### src/rtl/counter_pkg.sv
// Shared definitions for the counter bank: default sizing, command op-codes
// and the scheduler state encoding.
package counter_pkg;

  localparam int DEF_NUM_CH  = 16;
  localparam int DEF_W       = 16;
  localparam int DEF_WRAP_AT = 65535;

  localparam logic [1:0] OP_START = 2'b00;
  localparam logic [1:0] OP_STOP  = 2'b01;
  localparam logic [1:0] OP_CLEAR = 2'b10;
  localparam logic [1:0] OP_LOAD  = 2'b11;

  typedef enum logic {
    IDLE  = 1'b0,
    SWEEP = 1'b1
  } state_e;

endpackage

### src/rtl/counter_wrap_inc.sv
// Combinational wrapping incrementer shared by all counter channels.
// Any value at or above wrap_at rolls to zero and raises wrap.
module counter_wrap_inc #(
  parameter int W = 16
) (
  input  logic [W-1:0] v,
  input  logic [W-1:0] wrap_at,
  output logic [W-1:0] next_v,
  output logic         wrap
);

  always_comb begin
    wrap   = (v >= wrap_at);
    next_v = wrap ? '0 : v + W'(1);
  end

endmodule

### src/rtl/counter_bank_scheduler.sv
// Bank of display counters swept once per tick through a single shared
// incrementer, with a valid/ready command port for per-channel control.
module counter_bank_scheduler
  import counter_pkg::*;
#(
  parameter int             NUM_CH  = DEF_NUM_CH,
  parameter int             W       = DEF_W,
  parameter logic [W-1:0]   WRAP_AT = W'(DEF_WRAP_AT)
) (
  input  logic                        clk,
  input  logic                        reset,
  input  logic                        tick,
  input  logic                        cmd_valid,
  output logic                        cmd_ready,
  input  logic [1:0]                  cmd_op,
  input  logic [$clog2(NUM_CH)-1:0]   cmd_ch,
  input  logic [W-1:0]                cmd_data,
  output logic [NUM_CH*W-1:0]         data_raw,
  output logic [NUM_CH-1:0]           run_mask,
  output logic [NUM_CH-1:0]           wrap_flags,
  output logic                        busy,
  output logic                        tick_overrun
);

  localparam int CH_W = $clog2(NUM_CH);

  state_e            state_q, state_d;
  logic              pending_q, pending_d;
  logic              overrun_q, overrun_d;
  logic [CH_W-1:0]   idx_q, idx_d;
  logic [W-1:0]      cnt_q [NUM_CH];
  logic [W-1:0]      cnt_d [NUM_CH];
  logic [NUM_CH-1:0] run_mask_q, run_mask_d;
  logic [NUM_CH-1:0] wrap_q, wrap_d;
  logic [W-1:0]      inc_next;
  logic              inc_wrap;
  logic              cmd_fire;

  assign cmd_ready    = (state_q == IDLE);
  assign busy         = (state_q == SWEEP);
  assign cmd_fire     = cmd_valid && cmd_ready;
  assign run_mask     = run_mask_q;
  assign wrap_flags   = wrap_q;
  assign tick_overrun = overrun_q;

  for (genvar g = 0; g < NUM_CH; g++) begin : g_pack
    assign data_raw[g*W +: W] = cnt_q[g];
  end

  counter_wrap_inc #(.W(W)) u_inc (
    .v      (cnt_q[idx_q]),
    .wrap_at(WRAP_AT),
    .next_v (inc_next),
    .wrap   (inc_wrap)
  );

  always_comb begin
    state_d    = state_q;
    pending_d  = pending_q;
    overrun_d  = overrun_q;
    idx_d      = idx_q;
    cnt_d      = cnt_q;
    run_mask_d = run_mask_q;
    wrap_d     = wrap_q;

    case (state_q)
      IDLE: begin
        if (pending_q) begin
          state_d   = SWEEP;
          pending_d = 1'b0;
          idx_d     = '0;
        end
      end
      SWEEP: begin
        if (run_mask_q[idx_q]) begin
          cnt_d[idx_q] = inc_next;
          if (inc_wrap) wrap_d[idx_q] = 1'b1;
        end
        if (idx_q == CH_W'(NUM_CH - 1)) begin
          state_d = IDLE;
          idx_d   = '0;
        end else begin
          idx_d = idx_q + CH_W'(1);
        end
      end
      default: state_d = IDLE;
    endcase

    // Pending is only one deep; a second tick during a sweep is dropped.
    if (tick) begin
      if ((state_q == SWEEP) && pending_q) overrun_d = 1'b1;
      else                                 pending_d = 1'b1;
    end

    for (int i = 0; i < NUM_CH; i++) begin
      if (cmd_fire && (cmd_ch == CH_W'(i))) begin
        case (cmd_op)
          OP_START: run_mask_d[i] = 1'b1;
          OP_STOP:  run_mask_d[i] = 1'b0;
          OP_CLEAR: begin
            cnt_d[i]  = '0;
            wrap_d[i] = 1'b0;
          end
          default:  cnt_d[i] = (cmd_data > WRAP_AT) ? WRAP_AT : cmd_data;
        endcase
      end
    end
  end

  always_ff @(posedge clk or posedge reset) begin
    if (reset) begin
      state_q    <= IDLE;
      pending_q  <= 1'b0;
      overrun_q  <= 1'b0;
      idx_q      <= '0;
      run_mask_q <= '1;
      wrap_q     <= '0;
      for (int i = 0; i < NUM_CH; i++) cnt_q[i] <= W'(NUM_CH - 1 - i);
    end else begin
      state_q    <= state_d;
      pending_q  <= pending_d;
      overrun_q  <= overrun_d;
      idx_q      <= idx_d;
      run_mask_q <= run_mask_d;
      wrap_q     <= wrap_d;
      cnt_q      <= cnt_d;
    end
  end

endmodule

### config.mk
export PLATFORM = sky130hd
export DESIGN_NAME = counter_bank_scheduler
export DESIGN_NICKNAME = d
export VERILOG_FILES = /design/src/rtl/counter_pkg.sv /design/src/rtl/counter_wrap_inc.sv /design/src/rtl/counter_bank_scheduler.sv
export SDC_FILE = /design/constraint.sdc
export NUM_CORES = 1
export LEC_CHECK = 0
export CAP_MARGIN = 40
export CELL_PAD_IN_SITES_DETAIL_PLACEMENT = 0
export CELL_PAD_IN_SITES_GLOBAL_PLACEMENT = 1
export CORE_MARGIN = 8
export CORE_UTILIZATION = 33
export DETAILED_ROUTE_END_ITERATION = 8
export DONT_BUFFER_PORTS = 1
export PLACE_DENSITY = 0.66
export RECOVER_POWER = 25
export SYNTH_ARGS = -nofsm -noshare
export SYNTH_HDL_FRONTEND = slang
export SYNTH_SLANG_ARGS = --single-unit
### constraint.sdc
create_clock -name clk -period 11.9 [get_ports clk]
set_input_delay 1.19 -clock clk [delete_from_list [all_inputs] [get_ports clk]]
set_output_delay 1.19 -clock clk [all_outputs]
set_load 0.01 [all_outputs]
# Word-level counts from Yosys, hierarchy flattened
# Cells that the tools add are included.
dict set report totals {
  in_bits 26
  out_inout_bits 291
  reg_bits 295
}
dict set report classes {
  bitwise_logic 3
  mux 91
  n_eq_ne 19
  add_sub_neg 2
  n_reduce_logical 41
  n_lt_le_gt_ge 6
}
# operator count
set op_table {}
lappend op_table {{$mux W256} 2}
lappend op_table {{$pmux W16 S2} 16}
lappend op_table {{$mux W16} 24}
lappend op_table {{$bwmux W256} 1}
lappend op_table {{$bmux W16 S4} 1}
lappend op_table {{$demux W16 S4} 1}
lappend op_table {{$mux W1} 39}
lappend op_table {{$eq A4 B4 Y1 const B} 9}
lappend op_table {{$reduce_and A2 Y1} 17}
lappend op_table {{$logic_and A1 B1 Y1} 20}
lappend op_table {{$add A16 B1 Y16 const B} 1}
lappend op_table {{$eq A4 B3 Y1 const B} 4}
lappend op_table {{$ge A16 B16 Y1 const B} 1}
lappend op_table {{$gt A16 B16 Y1 const B} 1}
lappend op_table {{$or A16 B16 Y16} 1}
lappend op_table {{$eq A4 B2 Y1 const B} 2}
lappend op_table {{$mux W4} 2}
lappend op_table {{$pmux W4 S2} 1}
lappend op_table {{$ge A5 B5 Y1 const B} 1}
lappend op_table {{$lt A4 B5 Y1 const B} 1}
lappend op_table {{$lt A5 B1 Y1 const B} 1}
lappend op_table {{$not A4 Y5} 1}
lappend op_table {{$add A4 B1 Y4 const B} 1}
lappend op_table {{$bmux W1 S4} 1}
lappend op_table {{12 further kinds} 13}

# Logic depth before layout (Yosys ltp)
# Gate-level depths: netlist (run 1).
dict set report depth {
  ltp_word 11
  mapped_depth 13
  mapped_depth_nobuf 8
}

# Modules after synthesis
# From an unflattened synthesis (run 1), not the netlist that was laid out.
dict set report hier_totals {
  cells_unflattened 1540
  area_unflattened_um2 16170.5
}
# module seq_area_each_um2 area_per_inst_um2 n_inst cells_per_inst
set modules_own_cells {}
lappend modules_own_cells {counter_bank_scheduler 7442.1 15432.3 1 1426}
lappend modules_own_cells {counter_wrap_inc 0.0 738.2 1 114}

# Worst setup path before layout (run 1)
# Ideal clock, no wire load.
dict set report synth_path {
  path_type {flip-flop to flip-flop}
  startpoint {register idx_q[0]}
  endpoint {register cnt_q (netlist bit data_raw[148])}
  t_arrival_ps 3016
  setup_ps 101
  slack_ps 8783
  path_buffers 5
  path_stages_with_launch 14
  cell_sequence {dfrtp_1 > buf_6 > buf_12 > buf_12 > mux4_2 > a22oi_1 > nand2_1 > ha_1 > nand3_2 > buf_2 > xnor2_1 > buf_4 > nor2_1 > o32ai_1}
}
# element line
set synth_lines {}
lappend synth_lines {{from (decl)} counter_bank_scheduler.sv:30} ;# logic [CH_W-1:0] idx_q, idx_d;
lappend synth_lines {{from (signal assigned)} counter_bank_scheduler.sv:123} ;# idx_q <= idx_d;
lappend synth_lines {{to (signal assigned)} counter_bank_scheduler.sv:126} ;# cnt_q <= cnt_d;
lappend synth_lines {{to (decl)} counter_bank_scheduler.sv:31} ;# logic [W-1:0] cnt_q [NUM_CH];

==> flow_summary.yaml, run 1 <==
layout:
  fin_cells: 2334
  final_common_cell: "nand2_1"
  nNetsFinal: 1658
  fin_area_um2: 18700
  layout_common_cells: "322 x nand2_1, 246 x dfrtp_1, 209 x nor2_1"
  area_growth_pct: 9.83
  drive_gt1_frac: 0.171
floorplan:
  fp.dieH_um: 243
  io_pins: 317
  dieArea_um2: 59000
  die_w_um: 243
  start_util: 0.332
  rows: 83
  core_um2: 51100
clock_tree:
  insertion_delay_ps: 550
  holdBufCountCts: 0
  cts_setup_buffers: 0
  cts_tree: "done"
  cts-buffers-inserted: 34
  clock-sinks: 295
  cts-htree-levels: 2
  cts-root-buf: "clkbuf_16"
  clock_path_buffers: 3
  clk_pin_slew_ps: 60
  cts_resized: 0
logic_synthesis:
  syn_inst: 1705
  yosysSeqAreaShare: 0.438
  synth_compound_area_frac: 0.180
  synth_xor_area_frac: 0.00648
  synth_enable_flop_cells: 0
  synth_nets: 1736
  netlist_area_um2: 17000
  synthArstFlopShare: 1.00
  synth-simple-area-share: 0.199
  ys_ff_latch: 295
  muxShareOfSynthArea: 0.121
  synth_top_family_by_area: "simple AND/OR/NAND/NOR gates"
  avgSynthCellArea_um2: 9.96
  synth_fa_ha_area_frac: 0.00368
  synth_warnings: 0
  synth_cell_types: 67
  synthFlopType: "dfrtp_1"
routing:
  drt_iter0_drc: 1818
  drtPass1Iterations: 5
  wirelength_um: 76100
  via_per_inst: 6.41
  via_count: 15000
  ant_nets: 0
  drc: 0
  post_drt_wl_per_cell_um: 32.6
timing:
  maxSlewViolCount: 185
  finalSetupViolCount: 0
  finalHoldViolations: 0
  max_slew_margin: -2.07
  fin_crit_sh: 0.619
  setup_tns_ps: 0
  rsz0062_at_grt: "false"
  period_minus_slack_ps: 7360
  fmax_ghz: 0.136
  tightest_slew_ps: 4580
  fin_skew_ps: 23.4
grt:
  antenna_found_initial: 3
  grt_max_degree: 96
  gr-total-overflow: 0
  grt_use_total: 0.247
  grt_pass1_wl_um: 110000
  grt_pass1_vias: 14600
critical_path:
  crit_path_end_kind: "async pin"
  required_ps: 12470
  crit_type: "in2async"
  worst_setup_path_start_kind: "input pin"
  crit_fanout: 95
  critPathArrivalTime_ps: 7940
place:
  io_buffers: 0
  place_hpwl_um: 56000
  dp_cells: 2270
  dpl_cell_area_um2: 17500
  place.gp.congestion: 0.965
power:
  p_leak_uw: 0.00745
  p_per_area_nw_per_um2: 278
  irDropWorstVdd_mv: 0.190
run_status:
  violations: "capacitance limit, slew limit"
  outcome: "finished, violations left"
flow_run:
  max_cap_violations: 3
worst_hold_path:
  holdCritPathClass: "reg2reg"
[registers in the layout, indices dropped and copies added, names as in the netlist]
signal	count
tick_overrun	1
idx_q	4
run_mask	16
data_raw	256
busy	1
pending_q	1
wrap_flags	16
[synthesized netlist by cell type (3+ instances only)]
| master | number | share of area |
|---|---|---|
| a211o_1 | 16 | 0.0083 |
| a21oi_1 | 52 | 0.015 |
| a221o_1 | 3 | 0.0018 |
| a221oi_1 | 3 | 0.0015 |
| a22o_1 | 3 | 0.0015 |
| a22oi_1 | 41 | 0.018 |
| a2bb2oi_2 | 15 | 0.013 |
| and2_1 | 14 | 0.0052 |
| and3_1 | 29 | 0.011 |
| buf_12 | 4 | 0.0047 |
| buf_2 | 40 | 0.012 |
| buf_4 | 7 | 0.0031 |
| buf_6 | 9 | 0.0060 |
| clkbuf_1 | 98 | 0.022 |
| dfrtp_1 | 247 | 0.36 |
| dfstp_2 | 48 | 0.074 |
| ha_1 | 5 | 0.0037 |
| inv_1 | 4 | 0.00088 |
| mux2i_1 | 48 | 0.028 |
| mux4_1 | 12 | 0.019 |
| mux4_2 | 56 | 0.074 |
| nand2_1 | 322 | 0.071 |
| nand2_2 | 3 | 0.0011 |
| nand2_4 | 12 | 0.0080 |
| nand3_1 | 72 | 0.021 |
| nand4_1 | 3 | 0.0011 |
| nand4_4 | 3 | 0.0038 |
| nor2_1 | 209 | 0.046 |
| nor2_2 | 17 | 0.0063 |
| nor2b_1 | 5 | 0.0018 |
| nor3_1 | 7 | 0.0021 |
| nor4_1 | 16 | 0.0059 |
| nor4_4 | 4 | 0.0050 |
| o211ai_1 | 16 | 0.0071 |
| o21ai_0 | 12 | 0.0035 |
| o21ai_1 | 10 | 0.0029 |
| o221ai_1 | 136 | 0.070 |
| o221ai_2 | 8 | 0.0071 |
| o22ai_1 | 18 | 0.0066 |
| o31ai_1 | 5 | 0.0022 |
| o32ai_1 | 32 | 0.017 |
| xnor2_1 | 6 | 0.0031 |
| xnor2_2 | 3 | 0.0029 |
[worst max-delay path, stage by stage]
cell and delay (ps):
clkinvlp_2 2480, clkbuf_1 1110, clkbuf_1 2150, buf_4 920
[path summary, 6_finish.rpt]
path	cells past startpoint	end	slack (ps)	startpoint
worst max-delay path	4	data_raw[138]	4540	reset
worst max register to register	11	wrap_flags[7]	5610	idx_q[0]
worst min-delay path	2	run_mask[6]	550	run_mask[6]
max in group clk	11	wrap_flags[7]	5610	idx_q[0]
worst min register to register	2	run_mask[6]	550	run_mask[6]
min in group asynchronous	1	data_raw[104]	1880	reset
[power breakdown]
group	switching [uW]	internal (uW)	leakage, uW
Clock	462	665	0.000563
Sequential	633	1310	0.00309
Combinational	1390	721	0.00380
[metal layers]
metal | up-vias | wire [um] | global-route usage
li1 | 6224 | - | -
met1 | 7674 | 27200 | 0.285
met2 | 916 | 35900 | 0.400
met3 | 155 | 9640 | 0.106
met4 | 0 | 3330 | 0.104
met5 | - | 0 | 0
[per-stage QoR]
step / setup slack, ps / util / hold slack, ps / total power (uW)
2_1_floorplan: 2640 / - / 505 / 3150
3_3_place_gp: 6570 / 0.339 / 533 / 3860
3_5_place_dp: 6750 / 0.343 / 543 / 3990
4_1_cts: 6700 / 0.365 / 550 / 5120
5_1_grt: 3300 / 0.365 / 576 / 5390
6_report: 4540 / 0.365 / 546 / 5180
[cell type report]
| class | instances | area, um^2 |
|---|---|---|
| clock buffer | 51 | 986 |
| clock inverter | 11 | 183 |
| fill | 5034 | 32400 |
| multi-input combinational | 1242 | 8710 |
| antenna | 1 | 2.50 |
| tap | 680 | 851 |
| timing repair buffer | 49 | 450 |
| sequential | 295 | 7450 |
| inverter | 5 | 20.0 |
[kinds of logic after synthesis]
group | after synthesis
XOR/XNOR | 10
flip-flops | 295
adder cells (fa/ha/maj) | 5
buffers and inverters | 168
AO/OA/AOI/OAI | 376
AND/OR/NAND/NOR | 735
multiplexers | 116
No activity file was read; power rests on OpenSTA's default activity.
==> inputs of run 2 (changes only) <==
==> constraint.sdc (replaced) <==
create_clock -name clk -period 7 [get_ports clk]
set_input_delay 0.7 -clock clk [delete_from_list [all_inputs] [get_ports clk]]
set_output_delay 0.7 -clock clk [all_outputs]
set_load 0.01 [all_outputs]
==> run 2 against run 1 <==
  * The flow still finishes with violations (capacitance limit, slew limit)
  * Clock power grew 60%
  * Global-route usage grew 0.63 points
  * Cell area is essentially flat
  * Clock skew shrank 3.2 ps
  * Critical path depth shrank 2
  * First-iteration DRC count grew 13%
==> flow_summary.yaml, run 2 (synthesized netlist as in run 1, its figures left out) <==
run_status:
  outcome: "finished, violations left"
  violations: "capacitance limit, slew limit"
critical_path:
  critical_path.cell_chain: "clkinvlp_2 > clkbuf_2"
  crit_fanout: 161
  crit_path_end_kind: "async pin"
  path_buf_inv: 2
  worst_setup_path_start_kind: "input pin"
  cp_top_family: "buffers and inverters"
  slowest_delay_ps: 2840
  critPathArrivalTime_ps: 3780
  crit_type: "in2async"
  slowest_stage: "clkbuf_2"
  required_ps: 6020
layout:
  largest_reg_flops: 256
  n_antenna_cell: 0
  layout_common_cells: "322 x nand2_1, 245 x dfrtp_1, 209 x nor2_1"
  drive_gt1_frac: 0.178
  final_common_cell: "nand2_1"
  area_growth_pct: 9.80
  nNetsFinal: 1665
routing:
  drc: 0
  via_count: 15100
  via_per_inst: 6.47
  drtPass1Iterations: 5
  post_drt_wl_per_cell_um: 33.2
  ant_nets: 0
  drt_iter0_drc: 2054
  wirelength_um: 77800
clock_tree:
  clock-sinks: 295
  cts-buffers-inserted: 35
  clock_path_buffers: 3
  cts_resized: 0
  cts_tree: "done"
  holdBufCountCts: 0
  cts-htree-levels: 2
  cts_setup_buffers: 0
  clk_pin_slew_ps: 60
  cts-root-buf: "clkbuf_16"
  insertion_delay_ps: 540
floorplan:
  die_w_um: 243
  rows: 83
  dieArea_um2: 59000
  start_util: 0.332
  io_pins: 317
  core_um2: 51100
  fp.dieH_um: 243
timing:
  rsz0062_at_grt: "false"
  max_slew_margin: -1.85
  maxSlewViolCount: 212
  fin_skew_ps: 20.2
  fmax_ghz: 0.210
  finalSetupViolCount: 0
  period_minus_slack_ps: 4760
  tightest_slew_ps: 4270
  finalHoldViolations: 0
  setup_tns_ps: 0
  fin_crit_sh: 0.680
worst_hold_path:
  holdCritPathClass: "in2reg"
place:
  place_hpwl_um: 57500
  place.gp.congestion: 0.938
  io_buffers: 0
power:
  p_leak_uw: 0.00748
  total_power_uw: 8760
  p_per_area_nw_per_um2: 470
  irDropWorstVdd_mv: 0.304
grt:
  grt_use_total: 0.254
  grt_pass1_vias: 14600
  grt_max_degree: 162
  grt_pass1_wl_um: 112000
  gr-total-overflow: 0
  antenna_found_initial: 1
flow_run:
  max_cap_violations: 2
run 2: final timing paths:
check / cells past startpoint / start / slack, ps / endpoint
worst max-delay path: 2 / reset / 2240 / idx_q[0]
worst min-delay path: 1 / cmd_op[0] / 240 / run_mask[2]
worst max register to register: 9 / idx_q[2] / 2540 / data_raw[95]
worst min register to register: 2 / run_mask[15] / 540 / run_mask[15]
max in group clk: 9 / idx_q[2] / 2540 / data_raw[95]
min in group asynchronous: 2 / reset / 440 / data_raw[251]
run 2: layer usage:
metal,part of all wire,GRT usage,routed length (um),up-vias
li1,-,-,-,6231
met1,0.36,0.293,27900,7783
met2,0.47,0.413,36900,963
met3,0.12,0.108,9640,164
met4,0.042,0.0970,3280,2
met5,0.0011,0.0101,83,-
run 2: report_power, final:
group | leakage [uW] | internal [uW] | switching, uW
clock network | 0.000566 | 1030 | 778
logic | 0.00383 | 1220 | 2420
registers | 0.00309 | 2230 | 1070
total | 0.00748 | 4490 | 4270
run 2: cell type report:
type / count / area, um^2
Fill cell: 4994 / 32400
Multi-Input combinational cell: 1242 / 8700
Sequential cell: 295 / 7450
Clock buffer: 49 / 1030
Tap cell: 680 / 851
Timing Repair Buffer: 55 / 504
Clock inverter: 15 / 92.6
Inverter: 5 / 20.0
run 2: metrics by stage:
| step | std cells | hold slack [ps] | instance area (um^2) | utilization | setup WS, ps |
|---|---|---|---|---|---|
| finish | 2341 | 237 | 18600 | 0.365 | 2240 |
| global route | 2341 | 214 | 18600 | 0.365 | 1460 |
| CTS | 2341 | 127 | 18700 | 0.366 | 2670 |
| detailed placement | 2277 | 536 | 17600 | 0.344 | 2680 |
| global placement | 2262 | 534 | 17300 | 0.339 | 2240 |
| floorplan | 1705 | 505 | 17000 | - | 2420 |
